===== config.mk =====
export PLATFORM = sky130hd
export DESIGN_NAME = imem_loader
export DESIGN_NICKNAME = d
export VERILOG_FILES = /design/src/rtl/imem_loader.sv
export SDC_FILE = /design/constraint.sdc
export NUM_CORES = 2
export LEC_CHECK = 0
export ABC_CLOCK_PERIOD_IN_PS = 2500
export CAP_MARGIN = 20
export CORE_MARGIN = 2
export CORE_UTILIZATION = 50
export DETAILED_ROUTE_END_ITERATION = 7
export HOLD_SLACK_MARGIN = 0.06
export PLACE_DENSITY = 0.68
export SLEW_MARGIN = 20
export SYNTH_ARGS = -nofsm -noshare
export SYNTH_HDL_FRONTEND = slang
export SYNTH_SLANG_ARGS = --single-unit

===== constraint.sdc =====
create_clock -name clk -period 2.5 [get_ports clk]
set_input_delay 0.25 -clock clk [delete_from_list [all_inputs] [get_ports clk]]
set_output_delay 0.25 -clock clk [all_outputs]
set_load 0.02 [all_outputs]

===== src/rtl/imem_loader.sv =====
// Instruction-memory loader: parses a length-prefixed, XOR-checksummed byte
// stream into the CPU program array and holds the CPU in reset until a good load.
//
// state | meaning
// IDLE  | after reset, CPU held in reset, waiting for load_start
// LEN   | expecting the length byte
// DATA  | writing data bytes into the array
// CSUM  | expecting the checksum byte
// RUN   | last load good, CPU released
// ERR   | last load failed its checksum, CPU held in reset
module imem_loader #(
  parameter int INST_WIDTH = 8,
  parameter int INST_DEPTH = 8
) (
  input  logic                  clk,
  input  logic                  rst,
  input  logic                  load_start,
  input  logic                  in_valid,
  input  logic [INST_WIDTH-1:0] in_data,
  output logic                  in_ready,
  input  logic [INST_DEPTH-1:0] imem_addr,
  output logic [INST_WIDTH-1:0] imem_data,
  output logic                  cpu_rst,
  output logic                  busy,
  output logic                  done,
  output logic                  error,
  output logic [INST_DEPTH:0]   byte_count
);

  typedef enum logic [2:0] {
    S_IDLE, S_LEN, S_DATA, S_CSUM, S_RUN, S_ERR
  } state_t;

  localparam logic [INST_DEPTH:0] LEN_FULL = {1'b1, {INST_DEPTH{1'b0}}};

  state_t                state, state_nxt;
  logic [INST_WIDTH-1:0] mem [0:(2**INST_DEPTH)-1];
  logic [INST_DEPTH:0]   len_n;
  logic [INST_DEPTH:0]   byte_cnt;
  logic [INST_DEPTH:0]   byte_cnt_inc;
  logic [INST_DEPTH-1:0] ptr;
  logic [INST_WIDTH-1:0] csum;
  logic                  accept;
  logic                  last_data;

  // All status outputs come straight from the state register.
  assign in_ready   = (state == S_LEN) || (state == S_DATA) || (state == S_CSUM);
  assign busy       = in_ready;
  assign done       = (state == S_RUN);
  assign error      = (state == S_ERR);
  assign cpu_rst    = (state != S_RUN);
  assign byte_count = byte_cnt;
  assign imem_data  = mem[imem_addr];

  assign accept       = in_ready && in_valid;
  assign byte_cnt_inc = byte_cnt + 1'b1;
  assign last_data    = (byte_cnt_inc == len_n);

  always_ff @(posedge clk) begin
    if (rst) state <= S_IDLE;
    else     state <= state_nxt;
  end

  always_comb begin
    state_nxt = state;
    case (state)
      S_IDLE, S_RUN, S_ERR: if (load_start) state_nxt = S_LEN;
      S_LEN:  if (accept) state_nxt = S_DATA;
      S_DATA: if (accept && last_data) state_nxt = S_CSUM;
      S_CSUM: if (accept) state_nxt = (in_data == csum) ? S_RUN : S_ERR;
      default: state_nxt = S_IDLE;
    endcase
  end

  always_ff @(posedge clk) begin
    if (rst) begin
      len_n    <= '0;
      ptr      <= '0;
      csum     <= '0;
      byte_cnt <= '0;
    end else if (accept && (state == S_LEN)) begin
      // A zero length byte means a full-array image.
      len_n    <= (in_data == '0) ? LEN_FULL : (INST_DEPTH+1)'(in_data);
      ptr      <= '0;
      csum     <= '0;
      byte_cnt <= '0;
    end else if (accept && (state == S_DATA)) begin
      ptr      <= ptr + 1'b1;
      csum     <= csum ^ in_data;
      byte_cnt <= byte_cnt_inc;
    end
  end

  // The array has no reset so a program survives a CPU/loader reset.
  always_ff @(posedge clk) begin
    if (!rst && accept && (state == S_DATA))
      mem[ptr] <= in_data;
  end

endmodule


==> results_dict.tcl <==
set metrics [dict create \
    timing.slew.headroom_pct 26.42 \
    timing_worst_setup_path_type "reg2out" \
    hold_class "in2reg" \
    static-leakage-power_nw 32.24 \
    synth-async-reset-ratio_pct 0 \
    synth-edff-count 2048 \
    synth_top_cells_by_area "sky130_fd_sc_hd__edfxtp_1, sky130_fd_sc_hd__mux4_2, sky130_fd_sc_hd__mux2i_1" \
    ant_nets 0 \
    most_used_flip_flop_cell_after_synthesis "sky130_fd_sc_hd__edfxtp_1" \
    port-buffer-count 41 \
    powerDensity_nw_per_um2 750.2 \
    fin_skew_ns 0.05146 \
    totalPowerFinal_mw 73.56 \
    clock_sink_count 2085 \
    die_area_sq_um 165500 \
    first_pass_iters 5 \
    hold_slack_ns 0.1113 \
    routabilityCongestion 0.9071 \
    route.detailed.drc 0 \
    tritoncts "done" \
    rsz0062_at_grt "true" \
    overflow 0 \
    finalWirelength_mm 209.6 \
    synth_top_cell_by_area "sky130_fd_sc_hd__edfxtp_1" \
    worstSkewPairLatency_ns 0.86 \
    final_layout_size_suffix_gt1_share_pct 33.20 \
    drv.max_cap_violation_count 0 \
    critical_path_required_ns 2.25 \
    synth.most_common_cell "sky130_fd_sc_hd__edfxtp_1" \
    synth-seq-area-share_pct 76.74 \
    fillerInstances 11160 \
    rows 147 \
    yosysTopAreaCellShare_pct 75.83 \
    ys_top_cells_by_count "sky130_fd_sc_hd__edfxtp_1, sky130_fd_sc_hd__mux4_2, sky130_fd_sc_hd__nor2_1, sky130_fd_sc_hd__mux2i_1, sky130_fd_sc_hd__a22oi_1" \
    nNetsFinal 4894 \
    dr_total_vias 44110 \
    horizontal_die_dimension_um 406.8 \
    number_of_buffers_inserted_during_clock_tree_synthesis 203 \
    clock_tree.root_cell "sky130_fd_sc_hd__clkbuf_16" \
    multi_input_area_sq_um 18530 \
    clk_pin_slew_worst_paths_ns 0.06 \
    boundary_pin_count 42 \
    dr.first_iter.drc_count 6176 \
    post_synth.cell_area_avg_sq_um 20.02 \
    slew_viol_final 0 \
    timing.fmax_mhz 284.5 \
    chip_height_um 406.8 \
    outcome "finished, violations left" \
    clock_path_buffers 3 \
    yosys_warnings 0 \
    placeableCoreArea_sq_um 160800 \
    worstPathArrival_ns 3.26 \
    timing.final.setup_violations 8 \
    place_hpwl_mm 136.9 \
    drt-vias-per-instance 6.126 \
    yosys_cell_types 61 \
    violations "setup timing" \
    timing_worst_slew_pin_value_ns 1.104 \
    final-seq-area_sq_um 62240 \
    fin_ws_ns -1.015 \
    syn_nets 4077 \
    ir_drop_mv 0.7556 \
    synthesis_to_finish_area_growth_pct 20.89 \
    grt_first_pass_wirelength_mm 304.4 \
    clock_tree.htree_level_count 4 \
    syn-instance-count 4052 \
    largest_fanout_on_the_critical_path 1 \
    setup.worst_path.end_class "output pin" \
    post-route-period-util_pct 140.6 \
    grt_antenna_before_repair 5 \
    final.min_clock_period_ns 3.515 \
    finalHoldViolCount 0 \
    ys_seq_elements 2085 \
    route.detailed.wl_per_inst_um 29.11 \
    worstSetupStartpointType "flip-flop" \
    mappedNetlistArea_sq_um 81110 \
    gr-usage-all-layers_pct 25.64 \
    initial_core_util_pct 50.45 \
    first_global_vias 43650 \
    grt_max_degree 165 \
]
-- routing by layer --
metal / GRT usage [%] / vias up / share of wire (%)
li1: - / 18380 / -
met1: 36.66 / 22950 / 39
met2: 40.27 / 2430 / 48
met3: 4.866 / 350 / 10
met4: 8.174 / 0 / 3.2
met5: 0 / - / 0
-- power breakdown --
group	leakage [nW]	total [mW]	internal [mW]	switching [mW]
logic	10.3	4.45	1.84	2.61
registers	18.7	38.4	38.4	0.0119
clock network	3.28	30.7	17.6	13.1
total	32.2	73.6	57.8	15.7
-- cell usage in the layout (no fill, tap or decap), types with 9 or more instances in the layout --
cell type / Yosys / routed
sky130_fd_sc_hd__clkdlybuf4s50_1: 0 / 17
sky130_fd_sc_hd__clkinv_2: 0 / 39
sky130_fd_sc_hd__clkbuf_16: 0 / 204
sky130_fd_sc_hd__xor2_1: 22 / 22
sky130_fd_sc_hd__edfxtp_1: 2048 / 2048
sky130_fd_sc_hd__o21ai_0: 27 / 24
sky130_fd_sc_hd__o2bb2ai_1: 9 / 9
sky130_fd_sc_hd__clkinv_1: 2 / 55
sky130_fd_sc_hd__a22oi_1: 159 / 136
sky130_fd_sc_hd__a31oi_1: 19 / 12
sky130_fd_sc_hd__bufinv_16: 0 / 24
sky130_fd_sc_hd__mux4_2: 409 / 409
sky130_fd_sc_hd__nor4_1: 30 / 11
sky130_fd_sc_hd__a22o_1: 14 / 13
sky130_fd_sc_hd__a22oi_2: 0 / 23
sky130_fd_sc_hd__xnor2_1: 21 / 21
sky130_fd_sc_hd__buf_12: 1 / 100
sky130_fd_sc_hd__nor4_4: 0 / 13
sky130_fd_sc_hd__buf_4: 24 / 703
sky130_fd_sc_hd__mux2i_1: 197 / 196
sky130_fd_sc_hd__clkbuf_1: 100 / 29
sky130_fd_sc_hd__nand3_1: 52 / 49
sky130_fd_sc_hd__a221oi_2: 0 / 12
sky130_fd_sc_hd__o221ai_1: 40 / 36
sky130_fd_sc_hd__dfxtp_1: 37 / 37
sky130_fd_sc_hd__nand2_1: 100 / 98
sky130_fd_sc_hd__nor3_1: 24 / 16
sky130_fd_sc_hd__nor2_1: 331 / 326
sky130_fd_sc_hd__a21oi_1: 109 / 100
sky130_fd_sc_hd__o22ai_1: 17 / 12
sky130_fd_sc_hd__or2_2: 13 / 13
-- path summary, 6_finish.rpt --
kind / from / endpoint / slack, ns / depth (start not counted)
setup / recovery: mem[81][1]$_DFFE_PP_ / imem_data[1] / -1.01 / 8
hold / removal: load_start / state[2]$_SDFFE_PP0P_ / 0.11 / 4
setup reg to reg: ptr[4]$_SDFFE_PP0P_ / mem[101][2]$_DFFE_PP_ / 0.15 / 6
hold reg to reg: len_n[2]$_SDFFE_PP0P_ / len_n[2]$_SDFFE_PP0P_ / 0.47 / 2
-- repair_timing --
action,in CTS,in global routing
pin swaps,46,29
resized for setup,118,51
setup buffers,0,0
endpoints found under the hold margin,295,0
setup endpoints to repair,11,16
hold buffers,8,0
cloned,1,0
-- state kept, by name, indices dropped and copies added (netlist names) --
register and count:
byte_count 9, csum 8, len_n 9, mem 2048, ptr 8, state 3
-- worst max-delay path, cell delays in order (launching register included) --
cell and delay, ns:
sky130_fd_sc_hd__edfxtp_1 0.39, sky130_fd_sc_hd__mux4_2 0.53, sky130_fd_sc_hd__a22o_1 0.24, sky130_fd_sc_hd__a221oi_4 0.28, sky130_fd_sc_hd__o22ai_4 0.17, sky130_fd_sc_hd__a211oi_4 0.33, sky130_fd_sc_hd__buf_4 0.19, sky130_fd_sc_hd__nor4_4 0.08
sky130_fd_sc_hd__buf_12 0.17
-- stage by stage --
stage	instances	util [%]	area (sq um)	worst slack [ns]	setup TNS (ns)
final	7200	61.00	98050	-1.015	-6.364
after global routing	7199	60.99	98050	-1.072	-7.028
after CTS	7201	60.85	97830	-1.077	-6.938
after detailed placement	6825	56.19	90330	-1.454	-9.780
after global placement	6825	56.18	90320	-1.522	-10.32
after floorplan	4052	-	81130	0.01230	0
-- area by class of cell --
| class | count | area share, % |
|---|---|---|
| clock buffer | 237 | 5.374 |
| antenna | 1 | 0.002552 |
| clock inverter | 138 | 1.496 |
| sequential | 2085 | 63.48 |
| multi-input combinational | 1720 | 18.90 |
| tap | 2160 | 2.756 |
| inverter | 11 | 0.04211 |
| timing repair buffer | 848 | 7.956 |
-- logic make-up after synthesis --
| kind of cell | after synthesis | share of synthesized area (%) |
|---|---|---|
| AOI/OAI and AO/OA | 462 | 3.992 |
| xor gates and xnor gates | 43 | 0.4643 |
| adders and majority gates | 5 | 0.07713 |
| buffers and inverters | 247 | 1.675 |
| DFF | 2085 | 76.74 |
| muxes | 609 | 13.83 |
| and+or+nand+nor | 601 | 3.221 |
Power figures use the tool's default switching activity.
